===== src/rtl/circle_engine.sv =====
// Bresenham circle rasteriser: outline or filled disc, one generated pixel per clock,
// clipped to the visible screen, with a busy/done handshake around each circle.
module circle_engine #(
    parameter int X_W   = 8,
    parameter int Y_W   = 7,
    parameter int R_W   = 6,
    parameter int COL_W = 3,
    parameter int X_MAX = 159,
    parameter int Y_MAX = 119
) (
    input  logic             CLOCK_50,
    input  logic             reset,
    input  logic             start,
    input  logic             fill,
    input  logic [X_W-1:0]   centre_x,
    input  logic [Y_W-1:0]   centre_y,
    input  logic [R_W-1:0]   radius,
    input  logic [COL_W-1:0] colour,
    output logic [X_W-1:0]   vga_x,
    output logic [Y_W-1:0]   vga_y,
    output logic             vga_plot,
    output logic [COL_W-1:0] vga_colour,
    output logic             busy,
    output logic             done
);

    typedef enum logic [2:0] {S_IDLE, S_INIT, S_PLOT, S_SPAN, S_STEP, S_DONE} state_t;
    typedef logic signed [X_W+1:0] xc_t;
    typedef logic signed [Y_W+1:0] yc_t;
    typedef logic signed [R_W+1:0] rc_t;
    typedef logic signed [R_W+3:0] d_t;

    localparam xc_t XMAX_S = xc_t'(X_MAX);
    localparam yc_t YMAX_S = yc_t'(Y_MAX);
    localparam xc_t X_ONE  = xc_t'(1);
    localparam rc_t R_ONE  = rc_t'(1);
    localparam d_t  D_3    = d_t'(3);
    localparam d_t  D_6    = d_t'(6);
    localparam d_t  D_10   = d_t'(10);

    state_t           state_q, state_d;
    logic             fill_q, fill_d;
    xc_t              cx_q, cx_d;
    yc_t              cy_q, cy_d;
    logic [R_W-1:0]   r_q, r_d;
    logic [COL_W-1:0] colour_q, colour_d;
    rc_t              x_q, x_d, y_q, y_d;
    d_t               d_q, d_d;
    logic [2:0]       k_q, k_d;
    logic [1:0]       s_q, s_d;
    xc_t              sx_q, sx_d;

    logic [X_W-1:0]   vga_x_q, vga_x_d;
    logic [Y_W-1:0]   vga_y_q, vga_y_d;
    logic             vga_plot_q, vga_plot_d;
    logic [COL_W-1:0] vga_colour_q, vga_colour_d;
    logic             busy_q, busy_d;
    logic             done_q, done_d;

    xc_t  px, xx, xy, span_r;
    yc_t  py, yx, yy;
    d_t   dx, dy;
    rc_t  xn, yn;
    logic gen, vis;

    always_comb begin
        state_d  = state_q;
        fill_d   = fill_q;
        cx_d     = cx_q;
        cy_d     = cy_q;
        r_d      = r_q;
        colour_d = colour_q;
        x_d      = x_q;
        y_d      = y_q;
        d_d      = d_q;
        k_d      = k_q;
        s_d      = s_q;
        sx_d     = sx_q;
        px       = '0;
        py       = '0;
        gen      = 1'b0;
        xx       = xc_t'(x_q);
        xy       = xc_t'(y_q);
        yx       = yc_t'(x_q);
        yy       = yc_t'(y_q);
        dx       = d_t'(x_q);
        dy       = d_t'(y_q);
        xn       = x_q + R_ONE;
        yn       = y_q;
        span_r   = s_q[1] ? cx_q + xy : cx_q + xx;

        case (state_q)
            S_IDLE: begin
                if (start) begin
                    fill_d   = fill;
                    cx_d     = xc_t'(centre_x);
                    cy_d     = yc_t'(centre_y);
                    r_d      = radius;
                    colour_d = colour;
                    state_d  = S_INIT;
                end
            end
            S_INIT: begin
                x_d     = '0;
                y_d     = rc_t'(r_q);
                d_d     = D_3 - (d_t'(r_q) <<< 1);
                k_d     = '0;
                s_d     = '0;
                sx_d    = cx_q;
                state_d = fill_q ? S_SPAN : S_PLOT;
            end
            S_PLOT: begin
                gen = 1'b1;
                case (k_q)
                    3'd0: begin px = cx_q + xx; py = cy_q + yy; end
                    3'd1: begin px = cx_q + xy; py = cy_q + yx; end
                    3'd2: begin px = cx_q - xx; py = cy_q + yy; end
                    3'd3: begin px = cx_q - xy; py = cy_q + yx; end
                    3'd4: begin px = cx_q - xx; py = cy_q - yy; end
                    3'd5: begin px = cx_q - xy; py = cy_q - yx; end
                    3'd6: begin px = cx_q + xx; py = cy_q - yy; end
                    default: begin px = cx_q + xy; py = cy_q - yx; end
                endcase
                k_d = k_q + 3'd1;
                if (k_q == 3'd7) begin
                    state_d = S_STEP;
                end
            end
            S_SPAN: begin
                gen = 1'b1;
                px  = sx_q;
                case (s_q)
                    2'd0:    py = cy_q + yy;
                    2'd1:    py = cy_q - yy;
                    2'd2:    py = cy_q + yx;
                    default: py = cy_q - yx;
                endcase
                // Spans 0/1 run over +-x, spans 2/3 over +-y; the next left edge follows.
                if (sx_q == span_r) begin
                    if (s_q == 2'd3) begin
                        state_d = S_STEP;
                    end else begin
                        s_d  = s_q + 2'd1;
                        sx_d = (s_q != 2'd0) ? cx_q - xy : cx_q - xx;
                    end
                end else begin
                    sx_d = sx_q + X_ONE;
                end
            end
            S_STEP: begin
                if (d_q[R_W+3]) begin
                    d_d = d_q + (dx <<< 2) + D_6;
                end else begin
                    d_d = d_q + ((dx - dy) <<< 2) + D_10;
                    yn  = y_q - R_ONE;
                end
                x_d = xn;
                y_d = yn;
                if (xn <= yn) begin
                    k_d     = '0;
                    s_d     = '0;
                    sx_d    = cx_q - xc_t'(xn);
                    state_d = fill_q ? S_SPAN : S_PLOT;
                end else begin
                    state_d = S_DONE;
                end
            end
            default: begin
                state_d = S_IDLE;
            end
        endcase

        vis = gen && !px[X_W+1] && (px <= XMAX_S) && !py[Y_W+1] && (py <= YMAX_S);
        vga_plot_d   = vis;
        vga_x_d      = vga_x_q;
        vga_y_d      = vga_y_q;
        vga_colour_d = vga_colour_q;
        if (vis) begin
            vga_x_d      = px[X_W-1:0];
            vga_y_d      = py[Y_W-1:0];
            vga_colour_d = colour_q;
        end
        busy_d = (state_d != S_IDLE) && (state_d != S_DONE);
        done_d = (state_d == S_DONE);
    end

    always_ff @(posedge CLOCK_50 or posedge reset) begin
        if (reset) begin
            state_q      <= S_IDLE;
            fill_q       <= 1'b0;
            cx_q         <= '0;
            cy_q         <= '0;
            r_q          <= '0;
            colour_q     <= '0;
            x_q          <= '0;
            y_q          <= '0;
            d_q          <= '0;
            k_q          <= '0;
            s_q          <= '0;
            sx_q         <= '0;
            vga_x_q      <= '0;
            vga_y_q      <= '0;
            vga_plot_q   <= 1'b0;
            vga_colour_q <= '0;
            busy_q       <= 1'b0;
            done_q       <= 1'b0;
        end else begin
            state_q      <= state_d;
            fill_q       <= fill_d;
            cx_q         <= cx_d;
            cy_q         <= cy_d;
            r_q          <= r_d;
            colour_q     <= colour_d;
            x_q          <= x_d;
            y_q          <= y_d;
            d_q          <= d_d;
            k_q          <= k_d;
            s_q          <= s_d;
            sx_q         <= sx_d;
            vga_x_q      <= vga_x_d;
            vga_y_q      <= vga_y_d;
            vga_plot_q   <= vga_plot_d;
            vga_colour_q <= vga_colour_d;
            busy_q       <= busy_d;
            done_q       <= done_d;
        end
    end

    assign vga_x      = vga_x_q;
    assign vga_y      = vga_y_q;
    assign vga_plot   = vga_plot_q;
    assign vga_colour = vga_colour_q;
    assign busy       = busy_q;
    assign done       = done_q;

endmodule


===== config.mk =====
export PLATFORM = sky130hd
export DESIGN_NAME = circle_engine
export DESIGN_NICKNAME = d
export VERILOG_FILES = /design/src/rtl/circle_engine.sv
export SDC_FILE = /design/constraint.sdc
export NUM_CORES = 1
export LEC_CHECK = 0
export ABC_AREA = 1
export BUFFER_PORTS_ARGS = -buffer_cell sky130_fd_sc_hd__buf_2
export CAP_MARGIN = 20
export CORE_MARGIN = 8
export CORE_UTILIZATION = 64
export DETAILED_ROUTE_END_ITERATION = 8
export PLACE_DENSITY = 0.82
export SYNTH_ARGS = -nofsm -noshare
export SYNTH_HDL_FRONTEND = slang
export SYNTH_SLANG_ARGS = --single-unit

===== constraint.sdc =====
create_clock -name CLOCK_50 -period 4.6 [get_ports CLOCK_50]
set_clock_uncertainty 0.2 [all_clocks]
set_input_delay 0.23 -clock CLOCK_50 [delete_from_list [all_inputs] [get_ports CLOCK_50]]
set_output_delay 0.23 -clock CLOCK_50 [all_outputs]
set_load 0.1 [all_outputs]

==> run_results.csv <==
group,metric,value,unit
worst_setup_path,rrSetupSlack,580,ps
cts,cts_tree,"yes",
worst_hold_path,hold_path.startpoint,"colour_q[0]$_DFFE_PP0P_",
yosys,synth_seq_area_share,20.7,%
pwr,vdd_drop_max,0.278,mV
sta,tns,0,ps
placed_design,place_congestion,1.05,
yosys,synth_nets,1829,
yosys,netlist_area,0.0107,mm^2
worst_setup_path,r2r_cells,16,
worst_setup_path,start_kind,"register",
yosys,yosys_warnings,0,
outcome,status,"complete, no violations",
routing,met2WireLength,16.3,mm
pwr,cellLeakagePower,0.00659,uW
yosys,synthCells,1659,
cts,cts.sinks,89,
global_routing,grt_pass1_wl,59.0,mm
routing,first_pass_iters,7,
yosys,synth_edf_count,0,
cts,cts-root-buf,"clkbuf_16",
worst_setup_path,path_max_fanout,14,
global_routing,grt_max_degree,46,
finish,drive_gt1_share,6.95,%
routing,via_per_inst,6.00,
cts,ctsHtreeMaxLevel,3,
worst_setup_path,reg2reg_to,"sx_q[3]$_DFFE_PP0P_",
die,pin_count,49,
cts,cts_resized,0,
routing,wl_per_cell,19.4,um
routing,topRoutingLayerUsed,"met4",
cts,clkTransAtPathRegs,70,ps
worst_setup_path,cp.required,4690,ps
worst_hold_path,holdCritPathClass,"reg -> reg",
placed_design,dpl_cell_area,0.0112,mm^2
sta,rsz0062_at_grt,"no",
die,initial_utilization,65.2,%
sta,period_minus_slack,4020,ps
finish,multi_input_area,0.00738,mm^2
flow_run,cap_violations,0,
worst_setup_path,crit_type,"reg -> reg",
global_routing,grt_pass1_vias,10900,
yosys,syn_area_per_cell,6.47,um^2
sta,tightest_slew,790,ps
worst_setup_path,r2r_start,"x_q[1]$_DFFE_PP0N_",
cts,clock_path_buffers,2,
sta,setup_viol,0,
finish,fin_area,0.0118,mm^2
sta,fmaxAchievable,249,MHz
finish,n_antenna_cell,0,
die,die_h,146,um
global_routing,antenna_found_initial,0,
cts,ctsHoldBuffers,26,
die,die-area,0.0212,mm^2
sta,period_share,87.4,%
yosys,ys_ff_latch,89,
routing,vias,11700,
cts,cts_buffers,9,
die,coreArea,0.0165,mm^2
die,rows,47,
routing,wl_met3,3.94,mm
sta,hold_violations,0,
routing,wl_met1,15.3,mm
worst_hold_path,holdPathStages,2,
worst_setup_path,worstPathArrival,4110,ps
pwr,pwr_density_cell,135,mW/mm^2
sta,slew_viol_final,0,
finish,nets,1892,
yosys,ys.flop_type,"dfrtp_1",
cts,cts_setup_buffers,0,
routing,ant_nets,0,
routing,drt_iter0_markers,1536,
global_routing,gr-total-overflow,0,
worst_hold_path,min_to,"vga_colour[0]$_DFFE_PP0P_",
sta,slew-limit-headroom,47.4,%
die,dieWidth,146,um
finish,syn2layout_area_growth,9.56,%
finish,n_fill_cell,1403,
worst_setup_path,cp-end-kind,"register",
routing,drc,0,
global_routing,track_usage,35.2,%
finish,layout_common_cells,"nand2_1 (459), inv_1 (230), nand3_1 (179)",
yosys,ys_types,50,
placed_design,io_buffers,48,
placed_design,dp_hpwl,29.2,mm
routing,routed_wl,37.8,mm
yosys,synthArstFlopShare,100,%
finish,ff_latch_area,0.00223,mm^2
finish,layout_commonest_cell,"nand2_1",
cts,insertion_delay,360,ps
-- cells in the mapped netlist, types with 8 or more instances --
cell      number  area (um^2)
nand2_1      459         1720
inv_1        231          867
nand3_1      179          896
ha_1         130         1630
nor2_1       123          462
o21ai_0       99          495
dfrtp_1       89         2230
a21oi_1       80          400
nand4_1       45          282
xor2_1        33          289
clkbuf_1      21         78.8
o22ai_1       16          100
fa_1          12          240
o211ai_1      11         82.6
buf_2         10         50.1
xnor2_1        9         78.8
nor3_1         8         40.0
o221ai_1       8         70.1
or2_2          8         50.1
-- area by class of cell --
class                           count  area share [%]
Multi-Input combinational cell   1283            62.8
Timing Repair Buffer               94            5.53
Tap cell                          220            2.34
Clock inverter                      7           0.628
Sequential cell                    89            18.9
Inverter                          245            7.89
Clock buffer                        9            1.92
-- per-layer routing --
layer	track usage, %	vias up
met5	0	-
met4	20.6	0
met3	6.13	125
met2	54.5	651
met1	45.6	5349
li1	-	5558
-- how the worst max path moves through the flow --
stage	cells after the start	slack (ps)	from	to
floorplan	15	1200	x_q[1]$_DFFE_PP0N_	k_q[1]$_DFFE_PP0P_
global placement	16	820	x_q[1]$_DFFE_PP0N_	sx_q[7]$_DFFE_PP0P_
detailed placement	16	620	x_q[1]$_DFFE_PP0N_	sx_q[3]$_DFFE_PP0P_
CTS	16	620	x_q[1]$_DFFE_PP0N_	sx_q[3]$_DFFE_PP0P_
global route	17	210	x_q[1]$_DFFE_PP0N_	sx_q[0]$_DFFE_PP0P_
finish	16	580	x_q[1]$_DFFE_PP0N_	sx_q[3]$_DFFE_PP0P_
-- power by group --
part | switching, uW | internal (uW) | leakage [uW]
registers | 0 | 782 | 0.00103
clock network | 373 | 384 | 0.000140
logic | 23.0 | 23.0 | 0.00542
total | 396 | 1190 | 0.00659
-- state kept, by name (all words and copies together) (netlist names) --
signal and count:
state_q 3, y_q 8, vga_y 7, done 1, fill_q 1, r_q 6, cy_q 7, d_q 9
vga_plot 1, sx_q 10, colour_q 3, vga_colour 3, vga_x 8, x_q 8, k_q 3, s_q 2
cx_q 8, busy 1
-- cells by family (layout without fill, tap and decap cells) --
family,after synthesis,count (layout),synth area share (%)
buffers and inverters,287,355,10.5
adders and majority gates,142,142,17.4
xor gates and xnor gates,42,42,3.43
DFF,89,89,20.7
AOI/OAI and AO/OA,259,259,13.8
and+or+nand+nor,840,840,34.1
-- worst max-delay path, cell delays in order (launching register included) --
cell     delay (ps)
dfrtp_1         550
inv_1           260
nor3_1          330
nand4_1         160
nor2_1          140
xor2_1          310
inv_1           160
ha_1            370
nand2_1          90
o21a_1          200
a21o_1          190
nand4_1          80
buf_4           200
nand3_1         370
nand2_1         160
inv_1            70
nor2_1          120
-- per-stage QoR --
stage                     worst slack (ps)  hold slack (ps)  total power (uW)  instances  util (%)
after floorplan                       1200              140               809       1659         -
after global placement                 815              177               825       1905      68.0
after detailed placement               623              192               825       1905      68.0
after CTS                              620              279              1590       1947      71.4
after global routing                   210              303              1620       1947      71.4
final                                  579              280              1580       1947      71.4
(Power assumes the default switching activity.)
